--- config.mk ---
export PLATFORM = sky130hd
export DESIGN_NAME = ram_arbiter
export DESIGN_NICKNAME = d
export VERILOG_FILES = /design/src/rtl/ram_arbiter.sv
export SDC_FILE = /design/constraint.sdc
export NUM_CORES = 1
export LEC_CHECK = 0
export ABC_CLOCK_PERIOD_IN_PS = 1360
export CORE_MARGIN = 2
export CORE_UTILIZATION = 25
export CTS_BUF_LIST = sky130_fd_sc_hd__clkbuf_8
export CTS_CLUSTER_DIAMETER = 60
export CTS_CLUSTER_SIZE = 24
export DETAILED_ROUTE_END_ITERATION = 16
export PLACE_DENSITY_LB_ADDON = 0.15
export SETUP_SLACK_MARGIN = 0.3
export SYNTH_ARGS = -nofsm -noshare
export SYNTH_HDL_FRONTEND = slang
export SYNTH_SLANG_ARGS = --single-unit
--- constraint.sdc ---
create_clock -name clk -period 1.36 [get_ports clk]
set_input_delay 0.34 -clock clk [delete_from_list [all_inputs] [get_ports clk]]
set_output_delay 0.34 -clock clk [all_outputs]
set_load 0.01 [all_outputs]
--- src/rtl/ram_arbiter.sv ---
// ram_arbiter: two-port round-robin arbiter in front of a single-port synchronous RAM,
// with an optional zero-fill pass after reset.
module ram_arbiter #(
  parameter int ADDR_WIDTH     = 8,
  parameter int DATA_WIDTH     = 16,
  parameter int CLEAR_ON_RESET = 0
) (
  input  logic                  clk,
  input  logic                  rst,
  input  logic                  a_req,
  input  logic                  a_we,
  input  logic [ADDR_WIDTH-1:0] a_addr,
  input  logic [DATA_WIDTH-1:0] a_wdata,
  input  logic                  b_req,
  input  logic                  b_we,
  input  logic [ADDR_WIDTH-1:0] b_addr,
  input  logic [DATA_WIDTH-1:0] b_wdata,
  output logic                  a_gnt,
  output logic                  b_gnt,
  output logic                  a_rvalid,
  output logic                  b_rvalid,
  output logic [DATA_WIDTH-1:0] rdata,
  output logic [DATA_WIDTH-1:0] ram_data,
  output logic [ADDR_WIDTH-1:0] ram_addr,
  output logic                  ram_we,
  input  logic [DATA_WIDTH-1:0] ram_q,
  output logic                  busy
);
  typedef enum logic {CLEAR, ARB} state_t;
  state_t state_q, state_d;
  logic [ADDR_WIDTH-1:0] cnt_q, cnt_d;
  logic last_b_q, last_b_d;
  logic a_rvalid_q, a_rvalid_d, b_rvalid_q, b_rvalid_d;
  logic clr, arb;
  always_comb begin
    clr = !rst && state_q == CLEAR;
    arb = !rst && state_q == ARB;
    a_gnt = arb && a_req && (!b_req || last_b_q);
    b_gnt = arb && b_req && !a_gnt;
    ram_we = clr || (a_gnt && a_we) || (b_gnt && b_we);
    ram_addr = clr ? cnt_q : a_gnt ? a_addr : b_gnt ? b_addr : '0;
    ram_data = a_gnt ? a_wdata : b_gnt ? b_wdata : '0;
    cnt_d = clr ? cnt_q + 1'b1 : cnt_q;
    state_d = (clr && &cnt_q) ? ARB : state_q;
    last_b_d = b_gnt ? 1'b1 : a_gnt ? 1'b0 : last_b_q;
    a_rvalid_d = a_gnt && !a_we;
    b_rvalid_d = b_gnt && !b_we;
    a_rvalid = a_rvalid_q && !rst;
    b_rvalid = b_rvalid_q && !rst;
    busy = rst ? (CLEAR_ON_RESET != 0) : state_q == CLEAR;
    rdata = ram_q;
  end
  // B counts as last granted out of reset so A wins the first tie
  always_ff @(posedge clk) begin
    if (rst) begin
      state_q <= (CLEAR_ON_RESET != 0) ? CLEAR : ARB;
      cnt_q <= '0;
      last_b_q <= 1'b1;
      a_rvalid_q <= 1'b0;
      b_rvalid_q <= 1'b0;
    end else begin
      state_q <= state_d;
      cnt_q <= cnt_d;
      last_b_q <= last_b_d;
      a_rvalid_q <= a_rvalid_d;
      b_rvalid_q <= b_rvalid_d;
    end
  end
endmodule
-- Word level (Yosys, flattened, before mapping)
Cells that the tools add are included.
W data, S select, Z words.
- word-level logic and storage cells: 25
- bits in registers: 3
- input bits: 70
- output and inout port bits: 46
- mux-type cells: 4
- reduce and logical (&&, ||, !) cells: 18
- operator list (operator ; number):
    $mux W16 ; 2
    $mux W8 ; 2
    $logic_and A1 B1 Y1 ; 10
    $logic_not A1 Y1 ; 5
    $logic_or A1 B1 Y1 ; 2
    $reduce_or A2 Y1 ; 1

-- Logic depth before layout (Yosys ltp)
Gate-level depths: netlist (run 1).
- depth in word-level cells: 7
- gate-level depth with buffers: 4
- mapped depth without buffers: 2

-- Worst setup path after synthesis (run 1)
Ideal clock, no wire load.
- path type: input to output
- start point: in b_req
- end point: out ram_addr[5]
- data arrival time: 1036 ps
- path slack: -16 ps
- required time: 1020 ps
- path buffers: 2
- stages on the path: 4
- path through: nor2b_1 > buf_6 > buf_6 > o32ai_2
- longest elaborated chain between the ends: 7
- elaborated cells on any way between the ends: 8
- those cells by class: mux (2); reduce/logical (6)
- RTL lines (item ; line ; source):
    start: declaration ; 14 ; input logic b_req,
    $logic_not A1 Y1 ; 38 ; a_gnt = arb && a_req && (!b_req || last_b_q);
    $logic_or A1 B1 Y1 ; 38 ;
    $logic_and A1 B1 Y1 ; 38 ;
    $logic_not A1 Y1 ; 39 ; b_gnt = arb && b_req && !a_gnt;
    $logic_and A1 B1 Y1 ; 39 ;
    $mux W8 ; 41 ; ram_addr = clr ? cnt_q : a_gnt ? a_addr : b_gnt ? b_addr : '0;
    $mux W8 * ; 41 ;
    end: declaration ; 24 ; output logic [ADDR_WIDTH-1:0] ram_addr,
Every way passes the cells marked *; elsewhere a longest branch is shown, timed or not.

-- Final worst setup path (run 1)
- start point: reg last_b_q
- end point: out ram_data[14]
- longest elaborated chain between the ends: 6
- RTL lines (item ; line ; source):
    start: declaration ; 32 ; logic last_b_q, last_b_d;
    start signal: assignment ; 64 ; last_b_q <= last_b_d;
    $logic_or A1 B1 Y1 * ; 38 ;
    $logic_and A1 B1 Y1 * ; 38 ;
    $logic_not A1 Y1 ; 39 ;
    $logic_and A1 B1 Y1 ; 39 ;
    $mux W16 ; 42 ; ram_data = a_gnt ? a_wdata : b_gnt ? b_wdata : '0;
    $mux W16 * ; 42 ;
    end: declaration ; 23 ; output logic [DATA_WIDTH-1:0] ram_data,
Marks and branches as above.

==> flow_summary.yaml, run 1 <==
synth:
  synth.area.top_cells: "nand2b_1 31%, o32ai_2 27%, buf_4 13%"
  synth-seq-cells: 3
  synth.avg_cell_area_um2: 8.49
  yosysWarningCount: 0
  synth_edf_count: 0
  async_reset_ff_frac: 0
  synth_top_area_share: 0.307
  ys_types: 16
  synthCells: 120
  synth_nets: 190
  ys.flop_type: "dfxtp_1"
  yosys-top-cells-count: "50 x nand2b_1, 18 x buf_4, 17 x o32ai_2, 8 x o32ai_1"
  synth_top_cell_by_area: "nand2b_1"
  ys_seq_area_frac: 0.0590
  yosysMostFrequentCell: "nand2b_1"
  netlist_area_mm2: 0.00102
status:
  outcome: "complete, but fails checks"
  violations: "setup timing"
cells_and_area:
  num-nets-final: 270
  n_antenna_cell: 0
  n_fill_cell: 346
  area_growth_syn_to_layout_pct: 128
  drive_gt1_frac: 0.467
die:
  ios: 116
  initial_utilization: 0.256
  core_mm2: 0.00397
  die-area_mm2: 0.00460
  die_y_um: 67.8
  die_w_um: 67.8
  rows: 23
global_route:
  grt_start_max_net_pins: 14
  grt_util_all_layers: 0.167
  grt_pass1_vias: 1254
  antenna_found_initial: 0
  grt_pass1_wl_um: 6000
  grt_overflow: 0
timing:
  period_needed_ps: 1630
  setup_violations: 27
  drv_slew: 0
  rsz0062_at_grt: "yes"
  finalHoldViolations: 0
  setup_tns_ps: -6560
  fmax_ghz: 0.615
  fin_skew_ps: 5.45
  fin_ws_ps: -266
  finalCritPeriodShare: 1.20
critical_path:
  cp_slowest_cell: "dfxtp_4"
  critPathKind: "register to primary output"
  crit_fanout: 8
  path_common_cell: "buf_12"
  start_kind: "register"
  r2r_slack_ps: 390
  setup.worst_path.end_class: "primary output"
  crit_chain: "nor2b_4, buf_12, buf_12, o32ai_4, buf_2"
  required_ps: 1020
  slowest_delay_ps: 360
  cp_data_arrival_time_ps: 1290
clock_tree:
  cts.path.max_buffers: 2
  clk_pin_slew_worst_paths_ps: 40
  cts_root_buffer: "clkbuf_8"
  htreeDepth: 1
  numCtsBuffers: 3
  cts.sinks: 3
  insertion_delay_ps: 220
  cts_tree: "built"
routing:
  vias_per_cell: 4.80
  drtIter0Drc: 31
  finalWirelength_um: 3880
  remaining_drc_errors: 0
  num_vias: 1194
  first_pass_iters: 4
  drtAntennaViolNets: 0
  wire_per_inst_um: 15.6
hold_path:
  min_path_type: "input port to register"
placement:
  place_ws_ps: -1000
  numPortBuffers: 82
  gp_congestion: 0.641
  dp_hpwl_um: 2740
power:
  internal_power_w: 0.000710
  p_clk_frac: 0.243
  peakVddDrop_uv: 423
  p_sw_frac: 0.349
  leakagePower_nw: 0.879
  comb_power_share: 0.668
  power_switching_w: 0.000381
  powerDensity_mw_per_mm2: 471
  pwr-share-seq: 0.089
job:
  max_cap_viol_count: 0
## cells by family (layout without fill, tap and decap cells)
kind of cell    Yosys count  count (layout)  share of synthesized area
other cells               1               1                    0.00368
buf+inv                  32             111                      0.227
simple gates             57              57                      0.351
compound gates           27              27                      0.359
flops                     3               3                     0.0590
## layout by cell type (no fill, tap or decap), drive strengths merged
cell type,n
dfxtp,3
clkbuf,3
clkdlybuf4s15,1
conb,1
buf,55
a211o,1
a21bo,1
inv,2
nand2b,50
nor2,1
nor4,1
nor2b,3
dlygate4sd2,25
nor3,2
clkdlybuf4s50,25
o32ai,25
## area by class of cell
| type | instances | area (µm²) | area share |
|---|---|---|---|
| multi-input cells | 85 | 1080 | 0.467 |
| clock inverters | 1 | 3.75 | 0.00162 |
| repair buffers | 106 | 1060 | 0.458 |
| inverters | 1 | 3.75 | 0.00162 |
| clock buffers | 3 | 41.3 | 0.0178 |
| well taps | 50 | 62.6 | 0.0270 |
| flip-flops and latches | 3 | 63.8 | 0.0275 |
## worst paths after layout
kind	from	to	cells past startpoint
max reg2reg	last_b_q	a_rvalid_q	5
min reg2reg	last_b_q	last_b_q	1
min	rst	b_rvalid_q	3
max	last_b_q	ram_data[14]	5
## power groups by stage
stage	sequential, W	combinational [W]	clock, W
4_1_cts	0.0000970	0.000713	0.000267
6_report	0.0000974	0.000729	0.000265
3_3_place_gp	0.0000983	0.000700	0
3_5_place_dp	0.0000981	0.000707	0
2_1_floorplan	0.0000975	0.000454	0
5_1_grt	0.0000979	0.000776	0.000274
## flip-flops by register name (all words and copies together), names as in the netlist
name        count
b_rvalid_q      1
a_rvalid_q      1
last_b_q        1
## routing by layer
metal  vias up  part of all wire  global-route usage
met5         -                 0                   0
met4         0            0.0039              0.0300
met3         2             0.085              0.0313
met2        57              0.55               0.335
met1       565              0.36               0.182
li1        570                 -                   -
## worst max-delay path, delay by kind of cell (launching register included)
kind	cells	cell delay, ps
AOI/OAI and AO/OA	1	200
DFF	1	360
and+or+nand+nor	1	50
buffers and inverters	3	450
## through the flow
step	total power [W]	util	area, µm²	hold slack [ps]	instances
6_report	0.00109	0.584	2320	463	249
5_1_grt	0.00115	0.584	2320	476	249
4_1_cts	0.00108	0.570	2260	457	248
3_5_place_dp	0.000805	0.547	2170	553	237
3_3_place_gp	0.000798	0.547	2170	557	237
2_1_floorplan	0.000552	-	1400	413	120
## what timing repair did
action	in CTS	in global routing
buffers inserted	2	1
gates cloned	5	0
pin swaps	8	0
hold buffers	0	0
endpoints found under the setup margin	32	29
resized for setup	176	5
Power figures use the tool's default switching activity.
==> run 2: changes to the inputs <==
--- a/config.mk
+++ b/config.mk
@@ -12,8 +12,9 @@
 export CTS_CLUSTER_DIAMETER = 60
 export CTS_CLUSTER_SIZE = 24
 export DETAILED_ROUTE_END_ITERATION = 16
-export PLACE_DENSITY_LB_ADDON = 0.15
+export PLACE_DENSITY = 0.78
 export SETUP_SLACK_MARGIN = 0.3
+export SLEW_MARGIN = 10
 export SYNTH_ARGS = -nofsm -noshare
 export SYNTH_HDL_FRONTEND = slang
 export SYNTH_SLANG_ARGS = --single-unit
==> flow_summary.yaml, run 2 (synthesis gave the netlist of run 1 again) <==
status:
  outcome: "complete, but fails checks"
  violations: "setup timing"
critical_path:
  r2r.worst_path.cells: 4
  cp_slowest_cell: "dfxtp_4"
  required_ps: 1020
  setup.worst_path.end_class: "primary output"
  start_kind: "register"
  slowest_delay_ps: 350
  cp.depth: 4
  reg2reg_from: "last_b_q"
  critPathKind: "register to primary output"
  crit_fanout: 8
  crit_buf_inv: 2
  cp_top_family: "compound AO/OA/AOI/OAI gates"
  cp_data_arrival_time_ps: 1280
  crit_chain: "a21bo_4, buf_12, o32ai_4, buf_2"
  startpoint: "last_b_q"
hold_path:
  hp-start: "last_b_q"
  holdPathStages: 1
  min_path_type: "register to register"
routing:
  finalWirelength_um: 3940
  wire_per_inst_um: 16.0
  num_vias: 1194
  drtAntennaViolNets: 0
  first_pass_iters: 4
  drtIter0Drc: 26
  vias_per_cell: 4.85
  remaining_drc_errors: 0
clock_tree:
  htreeDepth: 1
  cts_tree: "built"
  insertion_delay_ps: 220
  numCtsBuffers: 3
  clk_pin_slew_worst_paths_ps: 30
  cts.sinks: 3
  cts.path.max_buffers: 2
  cts_root_buffer: "clkbuf_8"
cells_and_area:
  area_growth_syn_to_layout_pct: 135
  drive_gt1_frac: 0.500
  reg_top3: "a_rvalid_q (1), b_rvalid_q (1), last_b_q (1)"
  final_cell_mix: "43 x nand2b_1, 39 x clkdlybuf4s50_1, 27 x buf_2, 20 x o32ai_4"
  utilization: 0.603
  n_antenna_cell: 0
  num-nets-final: 267
  mostFrequentLayoutCell: "nand2b_1"
power:
  leakagePower_nw: 0.946
  peakVddDrop_uv: 493
  powerDensity_mw_per_mm2: 468
timing:
  drv_slew: 0
  period_needed_ps: 1620
  fin_ws_ps: -256
  finalCritPeriodShare: 1.19
  whs_ps: 512
  finalHoldViolations: 0
  fmax_ghz: 0.619
  setup_violations: 28
  setup_tns_ps: -6400
  rsz0062_at_grt: "yes"
  fin_skew_ps: 2.01
global_route:
  antenna_found_initial: 0
  grt_start_max_net_pins: 26
  grt_pass1_wl_um: 5690
  grt_util_all_layers: 0.166
  grt_overflow: 0
  grt_pass1_vias: 1163
die:
  ios: 116
  core_mm2: 0.00397
  rows: 23
  die_y_um: 67.8
  initial_utilization: 0.256
  die-area_mm2: 0.00460
  die_w_um: 67.8
job:
  max_cap_viol_count: 0
placement:
  dp_hpwl_um: 2610
  gp_congestion: 0.679
  numPortBuffers: 82
-- run 2: cell types whose count changed in the layout (fill, tap and decap cells not counted), moves of 2 or more --
cell / before / now
clkdlybuf4s50_1: 25 / 39
nand2b_4: 0 / 7
nand2b_1: 50 / 43
dlymetal6s2s_1: 0 / 3
o32ai_2: 3 / 5
buf_6: 10 / 7
dlygate4sd2_1: 25 / 8
o32ai_4: 22 / 20
buf_4: 5 / 2
bufbuf_16: 0 / 2
-- run 2: layout make-up --
class                           count  area (µm²)
Clock inverter                      1        3.75
Sequential cell                     3        63.8
Multi-Input combinational cell     85        1120
Clock buffer                        3        41.3
Fill cell                         342        1580
Timing Repair Buffer              103        1090
Inverter                            1        3.75
Tap cell                           50        62.6
-- run 2: final timing paths --
path | endpoint | slack [ps]
max reg2reg | last_b_q | 280
min reg2reg | last_b_q | 510
max | ram_addr[1] | -260
min | last_b_q | 510
-- run 2: stage by stage --
stage                     total power (W)  setup WS (ps)  cells  cell area, µm²
after floorplan                  0.000552           31.2    120            1400
after global placement           0.000795           -989    231            2150
after detailed placement         0.000801          -1010    231            2150
after CTS                         0.00111           -268    242            2310
after global routing              0.00119           -307    246            2390
final                             0.00112           -256    246            2390
-- run 2: where the power goes --
group          internal, W  switching (W)  total (W)  leakage [nW]
logic             0.000456       0.000307   0.000763         0.894
registers        0.0000931     0.00000413  0.0000973        0.0249
clock network     0.000193      0.0000658   0.000259        0.0269
total             0.000742       0.000377    0.00112         0.946
-- run 2: timing repair --
action                     CTS  global route
resized for setup          158            11
hold buffers                 0             0
hold endpoints to repair     0             0
setup buffers                2             3
gates cloned                 5             1
setup endpoints to repair   32            31
pin swaps                   16             4
-- run 2: layer usage --
| layer | vias up | wire (µm) | part of all wire | GRT usage |
|---|---|---|---|---|
| li1 | 574 | - | - | - |
| met1 | 565 | 1490 | 0.38 | 0.208 |
| met2 | 51 | 2140 | 0.54 | 0.292 |
| met3 | 4 | 286 | 0.073 | 0.0345 |
| met4 | 0 | 22 | 0.0056 | 0.0350 |
| met5 | - | 0 | 0 | 0 |
==> run 3: changes to the inputs <==
--- a/config.mk
+++ b/config.mk
@@ -6,7 +6,7 @@
 export NUM_CORES = 1
 export LEC_CHECK = 0
 export ABC_CLOCK_PERIOD_IN_PS = 1360
-export CORE_MARGIN = 2
+export CORE_MARGIN = 5
 export CORE_UTILIZATION = 25
 export CTS_BUF_LIST = sky130_fd_sc_hd__clkbuf_8
 export CTS_CLUSTER_DIAMETER = 60
==> flow_summary.yaml, run 3 (synthesis gave the netlist of run 1 again) <==
status:
  outcome: "complete, but fails checks"
  violations: "setup timing"
cells_and_area:
  reg_top3: "a_rvalid_q (1), b_rvalid_q (1), last_b_q (1)"
  final-seq-area_um2: 63.8
  final_cell_mix: "44 x nand2b_1, 27 x clkdlybuf4s50_1, 25 x buf_2, 21 x o32ai_4, 16 x dlygate4sd2_1"
  mostFrequentLayoutCell: "nand2b_1"
  drive_gt1_frac: 0.500
  n_antenna_cell: 0
  n_fill_cell: 337
  multi_input_area_mm2: 0.00112
  num-nets-final: 271
  area_growth_syn_to_layout_pct: 140
routing:
  vias_per_cell: 4.88
  drtAntennaViolNets: 0
  wire_per_inst_um: 17.2
  drtIter0Drc: 26
  first_pass_iters: 2
  num_vias: 1221
  finalWirelength_um: 4310
  remaining_drc_errors: 0
timing:
  rsz0062_at_grt: "yes"
  drv_slew: 0
  fin_skew_ps: 3.27
  fin_ws_ps: -270
  setup_violations: 27
  finalCritPeriodShare: 1.20
  period_needed_ps: 1630
  finalHoldViolations: 0
  setup_tns_ps: -6410
  fmax_ghz: 0.613
critical_path:
  crit_fanout: 5
  r2r.worst_path.cells: 5
  required_ps: 1020
  crit_chain: "nor2b_4, buf_12, buf_6, o32ai_4, buf_2"
  r2r_slack_ps: 250
  crit_buf_inv: 3
  cp_top_family: "buffers and inverters"
  slowest_delay_ps: 360
  setup.worst_path.end_class: "primary output"
  cp_slowest_cell: "dfxtp_4"
  reg2reg_from: "last_b_q"
  worstSetupEndpoint: "ram_data[14]"
  start_kind: "register"
  cp_data_arrival_time_ps: 1290
  cp.depth: 5
  startpoint: "last_b_q"
  timing.rr.end: "last_b_q"
  critPathKind: "register to primary output"
placement:
  place_ws_ps: -1010
  dp_hpwl_um: 2920
  gp_congestion: 0.721
  numPortBuffers: 82
hold_path:
  min_path_type: "register to register"
  hp-start: "last_b_q"
die:
  core_mm2: 0.00397
  ios: 116
  die-area_mm2: 0.00545
  die_y_um: 73.8
  rows: 23
  die_w_um: 73.8
  initial_utilization: 0.256
power:
  powerDensity_mw_per_mm2: 462
  comb_power_share: 0.685
  pwr-share-seq: 0.086
  p_clk_frac: 0.229
  peakVddDrop_uv: 863
  p_sw_frac: 0.340
  power_switching_w: 0.000383
  internal_power_w: 0.000745
  leakagePower_nw: 0.999
clock_tree:
  numCtsBuffers: 3
  htreeDepth: 1
  cts.sinks: 3
  clk_pin_slew_worst_paths_ps: 30
  cts_tree: "built"
  cts.path.max_buffers: 2
  insertion_delay_ps: 220
  cts_root_buffer: "clkbuf_8"
  cts_hold_buf: 0
global_route:
  grt_overflow: 0
  grt_pass1_vias: 1259
  grt_pass1_wl_um: 6640
  antenna_found_initial: 0
  grt_util_all_layers: 0.156
  grt_start_max_net_pins: 15
job:
  max_cap_viol_count: 0
==> run 3: changes by cell type in the layout (fill, tap and decap cells not counted), moves of 2 or more <==
cell / change
buf_12: +2
buf_2: -2
buf_4: +3
clkdlybuf4s15_2: +2
clkdlybuf4s50_1: -12
dlygate4sd2_1: +8
dlymetal6s2s_1: +4
==> run 3: how the worst min path moves through the flow <==
stage	end	slack, ps	cells after the start
4_1_cts	last_b_q	510	1
3_3_place_gp	last_b_q	530	1
3_5_place_dp	last_b_q	550	1
6_report	last_b_q	510	1
2_1_floorplan	a_rvalid_q	410	1
5_1_grt	last_b_q	530	1
==> run 3: cell type report <==
cell class                 count  share of cell area
timing repair buffer         107               0.471
multi-input combinational     85               0.457
clock inverter                 1             0.00154
clock buffer                   3              0.0169
tap                           50              0.0256
sequential                     3              0.0261
inverter                       1             0.00256
==> run 3: metrics by stage <==
stage	total power [W]	area, µm²	instances	hold WS (ps)	utilization
finish	0.00113	2440	250	509	0.616
CTS	0.00113	2390	249	507	0.602
global placement	0.000810	2190	235	532	0.553
detailed placement	0.000820	2190	235	549	0.553
floorplan	0.000552	1400	120	413	-
global route	0.00119	2440	250	528	0.616
==> run 3: timing repair <==
action | CTS | global route
gates cloned | 5 | 0
resized for setup | 171 | 11
setup buffers | 5 | 1
pin swaps | 15 | 5
setup endpoints to repair | 32 | 30
==> run 3: power groups by stage <==
stage	clock [W]	combinational, W	sequential [W]
floorplan	0	0.000454	0.0000975
CTS	0.000265	0.000768	0.0000972
finish	0.000258	0.000773	0.0000974
detailed placement	0	0.000722	0.0000980
global route	0.000272	0.000817	0.0000976
global placement	0	0.000712	0.0000977
==> run 3: metal layers <==
layer | track usage | part of all wire | vias to the layer above
met5 | 0 | 0 | -
met4 | 0.0443 | 0.016 | 0
met3 | 0.0301 | 0.082 | 14
met2 | 0.274 | 0.51 | 47
met1 | 0.191 | 0.39 | 583
li1 | - | - | 577
==> RTL change 1: new RTL, config.mk and constraints of run 1 <==
`DATA_WIDTH`: 16 -> 14.
--- a/src/rtl/ram_arbiter.sv
+++ b/src/rtl/ram_arbiter.sv
@@ -2,7 +2,7 @@
 // with an optional zero-fill pass after reset.
 module ram_arbiter #(
   parameter int ADDR_WIDTH     = 8,
-  parameter int DATA_WIDTH     = 16,
+  parameter int DATA_WIDTH     = 14,
   parameter int CLEAR_ON_RESET = 0
 ) (
   input  logic                  clk,
Ports: changed (5 resized); port bits go from 116 to 106. No check against the original RTL was run, so the function may have changed too.
==> RTL change 1 against run 1 <==
The run still ends with setup timing left. Final area decreased by 5.2%. First-iteration DRC count decreased by 71%. Global-route usage increased by 0.18 points. Worst setup slack improved by 0.0039 ns. Sequential cell count unchanged. Die area decreased by 5.4%. Power decreased by 3.1%. Maximum frequency increased by 0.24%. Synthesized area decreased by 5.8%. Wire length decreased by 6.1%. Largest cell class is now buffers. Largest power group unchanged.
==> RTL change 1: results (changes against run 1) <==
outcome=finished with violations; failing checks=setup timing; clk root buf=clkbuf_8; antenna violations before repair=0 (unchanged); CP Capture Point=ram_addr[1]; number of global-route vias before repair=1,156 (-7.8%); top flop regs=a_rvalid_q (1), b_rvalid_q (1), last_b_q (1); Layout Cells excl Fill=232 (-6.8%); Layout Nets=249 (-7.8%); largest cells by area after synthesis=o32ai_2 31%, nand2b_1 30%, buf_4 12%; register-to-register setup slack=0.30 ns (-0.09 ns); Critical Path AT=1.28 ns; sequential share of the synthesized area=0.06258 (+0.003613); worst r2r src=last_b_q$_SDFFE_PP1P_; CP max FO=5 (-3); RePlAce Congestion=0.6318 (-1.5%); Yosys warning total=0 (unchanged); first-pass GRT wire length=5616 µm (-6.3%); Crit-path slowest cell=dfxtp_4; VDD IR max=0.0002202 V (-48%); min setup slack post-route=-0.2619 ns (+0.003945 ns); port buffer count=76 (-7.3%); crit path kind=reg2out; drt pass-1 iters=3 (-1); ratio of cells with drive above 1 in the final layout=0.4728 (+0.005489); total track usage=0.1693 (+0.001796); ys flop type=dfxtp_1; Place WS=-0.9967 ns (+0.003217 ns); TritonCTS buffer count=3 (unchanged); vias=1,112 (-6.9%); total power=1.057 mW (-3.1%); Worst Skew=0.004051 ns (-0.001400 ns); largest net degree at the start of global routing=15 (+1); FF-to-FF path depth=4 (-1); Cells after DPL=218 (-8.0%); DRT Wirelength=3643 µm (-6.1%); slowest stage delay, CP=0.35 ns; R2R Path End=b_rvalid_q$_SDFF_PP0_; final number of setup-violating endpoints=25 (-7.4%); mean area per synthesized cell=8.646 µm² (+1.9%); ys async rst share=0 (unchanged); htree depth=1 (unchanged); most instantiated cells after synthesis=46 x nand2b_1, 18 x o32ai_2, 15 x buf_4; Synth Net Count=175 (-7.9%); Largest delay share family, worst path=compound AO/OA/AOI/OAI gates; Min-Delay Path Class=reg2reg; initial DRC count=9 (-71%); clk slew on worst S/H paths=0.03 ns; synth unique cells=16 (unchanged); Final HPWL DP=2359 µm (-14%); Pleak=0.8922 nW (+1.5%); CTS Buffer Depth=2 (unchanged); n_diodes=0 (unchanged)
-- RTL change 1: cell families (layout without fill, tap and decap cells) --
family,after synthesis,count (layout),synth area share
DFF,3,3,0.06258
other,1,1,0.003908
buffers and inverters,29,102,0.2164
and+or+nand+nor,53,53,0.3468
AOI/OAI and AO/OA,25,25,0.3703
-- RTL change 1: worst register-to-register path: stages (launching register included) --
cell	delay, ns
dfxtp_4	0.35
a21bo_4	0.27
buf_16	0.16
buf_4	0.13
nor3_2	0.08
-- RTL change 1: where the power goes --
part | internal [mW] | leakage [nW] | switching (mW)
Clock | 0.193 | 0.0269 | 0.0689
Sequential | 0.0931 | 0.0249 | 0.00388
Combinational | 0.415 | 0.840 | 0.284
Total | 0.701 | 0.892 | 0.356
-- RTL change 1: final cells by class --
cell class	instances	area [µm²]
clock buffers	3	41.29
fillers	336	1490
multi-input cells	79	1007
flip-flops and latches	3	63.81
inverters	1	3.754
clock inverters	1	3.754
well taps	48	60.06
repair buffers	97	1018
-- RTL change 1: metal layers --
metal	GRT usage	vias to the layer above	wire, µm
li1	-	531	-
met1	0.1825	511	1359
met2	0.3245	58	1921
met3	0.02726	12	285
met4	0.06633	0	77
met5	0	-	0
-- RTL change 1: timing repair --
action,in CTS,in global routing
pin swaps,17,8
resized for setup,148,10
setup buffers,3,2
endpoints found under the setup margin,30,27
gates cloned,4,1
hold buffers,0,0
-- RTL change 1: metrics by stage --
stage	hold WS, ns	TNS [ns]	cell area, µm²
6_report	0.4973	-5.846	2198
5_1_grt	0.5127	-6.920	2198
4_1_cts	0.5020	-6.216	2130
3_5_place_dp	0.5440	-25.53	2024
3_3_place_gp	0.5427	-25.03	2024
2_1_floorplan	0.4134	0	1291
-- RTL change 1: how the worst min path moves through the flow --
stage	from	end	depth (start not counted)
after floorplan	a_we	a_rvalid_q$_SDFF_PP0_	1
after global placement	last_b_q$_SDFFE_PP1P_	last_b_q$_SDFFE_PP1P_	1
after detailed placement	last_b_q$_SDFFE_PP1P_	last_b_q$_SDFFE_PP1P_	1
after CTS	last_b_q$_SDFFE_PP1P_	last_b_q$_SDFFE_PP1P_	1
after global routing	last_b_q$_SDFFE_PP1P_	last_b_q$_SDFFE_PP1P_	1
final	last_b_q$_SDFFE_PP1P_	last_b_q$_SDFFE_PP1P_	1
==> RTL change 2: new RTL, config.mk and constraints of run 1 <==
Without the edit above. Make the reset (`rst`) asynchronous in one clocked block.
--- a/src/rtl/ram_arbiter.sv
+++ b/src/rtl/ram_arbiter.sv
@@ -51,7 +51,7 @@
     rdata = ram_q;
   end
   // B counts as last granted out of reset so A wins the first tie
-  always_ff @(posedge clk) begin
+  always_ff @(posedge clk or posedge rst) begin
     if (rst) begin
       state_q <= (CLEAR_ON_RESET != 0) ? CLEAR : ARB;
       cnt_q <= '0;
Formal check against the unedited RTL: same outputs for any inputs over 10 cycles, from zero or initial values and one cycle with rst high; that may be too few to reach the edited logic, so the function may still have changed.
==> RTL change 2 against run 1 <==
The run still ends with setup timing left. Wire length up 6.6%. Combinational power is 32% higher. Worst setup slack lost 0.21 ns. Clock skew is 0.0044 ns lower. Synthesized area is 5.7% higher. Critical path depth shrank 1. Power rose by 22%. Clock power down 5%. Non-clock buffer count down 2. Register-to-register slack worse by 0.31 ns. First-iteration DRC count is 39% lower. Sequential cell count unchanged. Global-route usage rose by 0.45 points. Final area is 1.7% higher. Critical path type unchanged.
==> RTL change 2: results (changes against run 1) <==
Crit-path slowest cell=dfstp_2; Min-Delay Path Class=in2async; Final HPWL DP=2712 µm (-0.90%); ratio of cells with drive above 1 in the final layout=0.4478 (-0.01958); ys async rst share=1.000 (+1.000); Placed Area=2157 µm² (-0.69%); largest cells by area after synthesis=nand2b_1 30%, o32ai_2 27%, buf_4 13%; VDD IR max=0.0004854 V (+15%); most instantiated cells after synthesis=52 x nand2b_1, 19 x buf_4, 18 x o32ai_2; complex-gate fraction of the synthesized area=0.3581 (-0.0005828); Avg WL per Cell=16.47 µm (+5.7%); largest family of logic cells by synthesized area=compound AO/OA/AOI/OAI gates; setup bufs post-CTS=3 (+1); Layout Cells excl Fill=251 (+0.80%); Pleak=0.8872 nW (+0.95%); Largest delay share family, worst path=flip-flops; Worst Skew=0.001088 ns (-0.004363 ns); Mapped Cells=124 (+3.3%); final number of setup-violating endpoints=27 (unchanged); initial DRC count=19 (-39%); n_diodes=0 (unchanged); RePlAce Congestion=0.7584 (+18%); post-synthesis mux area share=0 (unchanged); total track usage=0.1719 (+0.004459); Layout fillers=361 (+4.3%); Final TNS setup=-11.38 ns (-4.825 ns); Place WS=-1.003 ns (-0.002833 ns); FF-to-FF path depth=6 (+1); post_cts resized=134 (-24%); min setup slack post-route=-0.4748 ns (-0.2090 ns); number of global-route vias before repair=1,341 (+6.9%); failing checks=setup timing; outcome=finished with violations; antenna violations before repair=0 (unchanged); slowest stage delay, CP=0.56 ns (+0.20 ns); first-pass GRT wire length=6768 µm (+13%); synth unique cells=23 (+7); Synth Net Count=194 (+2.1%); sequential share of the synthesized area=0.07093 (+0.01196); vias=1,238 (+3.7%); htree depth=1 (unchanged); CP max FO=13 (+5); largest net degree at the start of global routing=15 (+1); clk slew on worst S/H paths=0.03 ns; Layout Nets=272 (+0.74%); ys flop type=dfrtp_1; Cells after DPL=236 (-0.42%); drt pass-1 iters=4 (unchanged); Critical Path AT=1.49 ns (+0.20 ns); Sw Share=0.3530 (+0.003937)
RTL change 2: cell count changes after synthesis, moves of 2 or more:
| cell | run 1 | this run |
|---|---|---|
| buf_2 | 5 | 2 |
| dfxtp_1 | 3 | 0 |
| buf_6 | 5 | 3 |
| clkbuf_1 | 3 | 5 |
| dfrtp_1 | 0 | 2 |
| nand2b_1 | 50 | 52 |
RTL change 2: final cells by class:
class	count	area, µm²	area share
timing repair buffer	104	1107	0.4697
multi-input combinational	88	1059	0.4490
sequential	3	76.32	0.03238
tap	50	62.56	0.02654
clock inverter	1	3.754	0.001592
clock buffer	3	41.29	0.01752
inverter	2	7.507	0.003185
RTL change 2: power by group through the flow:
stage	Clock, mW	Combinational, mW	Sequential [mW]
finish	0.252	0.962	0.111
global route	0.264	1.02	0.113
CTS	0.263	0.933	0.111
detailed placement	0	0.847	0.115
global placement	0	0.833	0.115
floorplan	0	0.548	0.112
RTL change 2: per-layer routing:
layer / global-route usage / part of all wire / vias to the layer above / wire (µm)
met5: 0 / 0 / - / 0
li1: - / - / 581 / -
met1: 0.2071 / 0.39 / 573 / 1594
met4: 0.08061 / 0.030 / 0 / 123
met2: 0.2970 / 0.52 / 64 / 2134
met3: 0.02616 / 0.068 / 20 / 282
RTL change 2: worst paths after layout:
kind | startpoint | endpoint | slack (ns)
setup / recovery | last_b_q$_DFFE_PP1P_ | ram_data[0] | -0.47
hold / removal | rst | b_rvalid_q$_DFF_PP0_ | 0.31
setup reg to reg | last_b_q$_DFFE_PP1P_ | a_rvalid_q$_DFF_PP0_ | 0.08
hold reg to reg | last_b_q$_DFFE_PP1P_ | last_b_q$_DFFE_PP1P_ | 0.90
max in group asynchronous | rst | last_b_q$_DFFE_PP1P_ | 0.84
min in group clk | b_req | b_rvalid_q$_DFF_PP0_ | 0.57
